File: src/rtl/fls_checker_sat_counter.sv
// Saturating up-counter: holds at all-ones instead of wrapping to zero.
module sat_counter #(
    parameter int CNT_W = 8
) (
    input  logic             clk,
    input  logic             rst,
    input  logic             inc,
    output logic [CNT_W-1:0] count
);

    always_ff @(posedge clk or negedge rst) begin
        if (!rst) begin
            count <= '0;
        end else if (inc && (count != {CNT_W{1'b1}})) begin
            count <= count + CNT_W'(1);
        end
    end

endmodule

File: config.mk
export PLATFORM = sky130hd
export DESIGN_NAME = sat_counter
export DESIGN_NICKNAME = d
export VERILOG_FILES = /design/src/rtl/fls_checker_sat_counter.sv
export SDC_FILE = /design/constraint.sdc
export NUM_CORES = 1
export LEC_CHECK = 0
export CORE_AREA = 3 3 40 42
export DETAILED_ROUTE_END_ITERATION = 6
export DIE_AREA = 0 0 43 45
export SLEW_MARGIN = 20
export SYNTH_ARGS = -nofsm -noshare
export SYNTH_HDL_FRONTEND = slang
export SYNTH_SLANG_ARGS = --single-unit
File: constraint.sdc
create_clock -name clk -period 1.85 [get_ports clk]
set_input_delay 0.4625 -clock clk [delete_from_list [all_inputs] [get_ports clk]]
set_output_delay 0.4625 -clock clk [all_outputs]
set_load 0.03 [all_outputs]
# After elaboration in Yosys (flattened, before gate mapping)
# Index checks and enable logic that the tools add are counted.
# totals
mem_count	0
latch_bits	0
romBits	0
mem_bits_rw	0
output_inout_bits	8
inputBits	3
reg_bits	8
wordCells	4
# op_classes
order_cmp	0
addsub	1
eq_ne	1
reduce_logical	1
mul	0
n_bitwise	0
shift	0
mux	0
n_div	0
# ops
operator	n
$add 8x1->8 const B	1
$ne 8x8->1 const B	1
$logic_and 1x1->1	1

# Longest topological paths before layout
# logic_depth
word_depth	2
depth_mapped	4
mapped_depth_nobuf	4

# Worst setup path after synthesis
# OpenSTA, ideal clock, no wires.
# synth_path
path_kind	register -> register
start	register count[0]
end	register count[1]
setup_time_ns	0.128
setup_slack_ns	0.245
t_arrival_ns	1.478
n_path_buf	0
required_ns	1.722
path_stages_with_launch	5
path_cell_list	dfrtp_1 ha_1 nand4_1 o21ai_2 mux2_1
# synth_via
elab_chain_cells	2
word_cells_on_any_way	3
cone_classes	add/sub: 1; eq/ne: 1; reduce/logical: 1
# synth_rtl
item	line_no	rtl
from (decl)	8	output logic [CNT_W-1:0] count
from (signal assigned)	15	count <= count + CNT_W'(1);
parallel branches: the longest is 2 deep, another holds $add 8x1->8	-	
# Several ways; the timed one is not identified.
# A chain may end at the register's enable or synchronous reset.

# Worst setup path in the final report
# layout_path
start	register count[1]
end	output count[1]
# No word-level cell between the ends.

==> flow_summary.ini <==
[logic_synthesis]
syn-mean-instance-area_um2 = 12.00
ys_seq_area_share_pct = 49.08
ys_ff_latch = 8
postSynthCellCount = 34
syn_nets = 38
synth.distinct_cells = 23
syn-cell-area_um2 = 407.9
ys_warn_count = 0

[finish]
final_common_cell = dfrtp_1
top_register = count
n_antenna_cell = 0
largest_reg_flops = 8
syn_to_final_growth_pct = 38.34
finalNetCount = 55
final_cell_mix = 8 x dfrtp_1, 4 x clkdlybuf4s50_1, 4 x dlygate4sd2_1
regArea_um2 = 200.2
multiInputGateArea_um2 = 203.9
fin_util_pct = 43.91
fill_cells = 124
drive_gt1_share_pct = 22.45
largestRegisters = count (8)

[global_routing]
grt_pass1_vias = 338
grt.overflow.total = 0
track_usage_pct = 11.20
grt_max_degree = 9
grt_first_pass_wirelength_mm = 1.559
antenna_found_initial = 0

[sta]
final.min_clock_period_ns = 1.794
finalSetupViolCount = 0
fmaxAchievable_ghz = 0.5575
fin_crit_sh_pct = 96.96
drv_slew = 0
rsz0062_at_grt = false
relSlewSlack_pct = 75.79
setup_tns_ns = 0
hold_viol = 0
fin_skew_ns = 0.002294
tightestPinTransition_ns = 0.3620

[clock_tree]
numCtsBuffers = 3
ctsHoldBuffers = 0
clock-sinks = 8
cts_root_buf = clkbuf_4
cts_setup_buffers = 0
clk_pin_slew_ns = 0.05
clockBufferDepth = 2
cts_tree = built
insertion_delay_ns = 0.25
htreeDepth = 1

[worst_hold_path]
hp-class = input port to async pin

[detailed_routing]
drtAntennaViolNets = 0
drc = 0
drt_iter0_drc = 2
wl_um = 839
route.vias.total = 346
dr.pass1.iters = 2
viasPerCell = 5.406
wl_per_cell_um = 13.11

[placed_design]
place.detailed.hpwl_um = 631.8
place.gp.congestion = 0.8282
portBuffers = 10

[critical_path]
critPathKind = register to output pin
critPathLaunch = count[1]
critical_path_required_ns = 1.39
cp_cell_sequence = clkdlybuf4s50_1
crit_family = buffers and inverters
crit_fanout = 4
slowest_stage = clkdlybuf4s50_1
max_stage_delay_ns = 0.69
cp.arrival_ns = 1.33
crit_path_end_kind = output pin
crit_buf_inv = 1
cp-start-kind = register
r2r_start = count[0]

[floorplanning]
num_io_pins = 11
initial_core_util_pct = 31.74
core-area_mm2 = 0.001285
die_y_um = 45
design.die.area_mm2 = 0.001935
rows = 13
dieWidth_um = 43

[power_and_ir_drop]
comb_power_share_pct = 49.4
clockPowerShare_pct = 14.2
p_switching_uw = 427.9
leakage_uw = 0.0002586
ir_drop_uv = 694.8
finalPower_uw = 949.2
p_seq_share_pct = 36.4
swShare_pct = 45.08
powerDensity_mw_per_mm2 = 1682
p_int_uw = 521.3

[status]
status = completed

[run]
maxCapViolations = 0
## final timing paths
check	endpoint	slack [ns]	cells past startpoint
max	count[1]	0.06	1
min	count[3]	0.48	1
max reg2reg	count[1]	0.35	4
min reg2reg	count[0]	0.52	1
max in group asynchronous	count[2]	1.10	1
min in group clk	count[0]	0.52	1
## repair_timing
item	4_1_cts	5_1_grt
setup endpoints to repair	4	2
gates resized for setup	4	2
gates cloned	0	0
## cell usage after synthesis (all sizes together)
| cell type | instances | area, um2 |
|---|---|---|
| o21a | 1 | 7.510 |
| a21oi | 2 | 10.01 |
| nand3 | 3 | 20.02 |
| dfrtp | 8 | 200.2 |
| xor2 | 1 | 8.760 |
| nor3 | 1 | 5.000 |
| a21boi | 1 | 7.510 |
| inv | 1 | 3.750 |
| nand2 | 1 | 3.750 |
| nor2 | 1 | 3.750 |
| a41oi | 2 | 17.52 |
| xnor2 | 1 | 8.760 |
| o211ai | 1 | 7.510 |
| and3 | 1 | 11.26 |
| a31oi | 2 | 12.51 |
| and4 | 1 | 11.26 |
| ha | 1 | 12.51 |
| nand4 | 1 | 6.260 |
| o21ai | 1 | 8.760 |
| mux2 | 2 | 26.27 |
| a311oi | 1 | 15.01 |
## cell families after synthesis
group	after synthesis	synth area share, %
XOR/XNOR	2	4.295
AND/OR/NAND/NOR	9	15.03
adder cells (fa/ha/maj)	1	3.067
flip-flops	8	49.08
buffers and inverters	1	0.9194
AO/OA/AOI/OAI	11	21.17
multiplexers	2	6.440
## power by group through the flow
stage | clock network [uW] | registers, uW | logic (uW)
6_report | 135 | 345 | 469
5_1_grt | 153 | 365 | 508
4_1_cts | 142 | 348 | 480
3_5_place_dp | 0 | 352 | 500
3_3_place_gp | 0 | 347 | 495
2_1_floorplan | 0 | 484 | 159
## metrics by stage
stage / hold slack (ns) / setup WS [ns] / std cells / area, um2
2_1_floorplan: 0.1669 / 0.2445 / 34 / 407.9
3_3_place_gp: 0.5204 / 0.08434 / 61 / 541.8
3_5_place_dp: 0.5203 / 0.04933 / 61 / 541.8
4_1_cts: 0.5006 / 0.01772 / 64 / 559.3
5_1_grt: 0.5087 / 0.001015 / 64 / 564.3
6_report: 0.4838 / 0.05618 / 64 / 564.3
## layout make-up
class	instances	area share, %
Multi-Input combinational cell	25	36.14
Tap cell	15	3.326
Inverter	1	0.6652
Clock buffer	3	3.991
Timing Repair Buffer	12	20.40
Sequential cell	8	35.48
## metal layers
layer,wire length [um],vias to the layer above,global-route usage [%]
li1,-,170,-
met1,369,164,13.93
met2,381,12,15.87
met3,89,0,8.367
met4,0,0,1.807
met5,0,-,0
No activity file was read; power rests on OpenSTA's default activity.
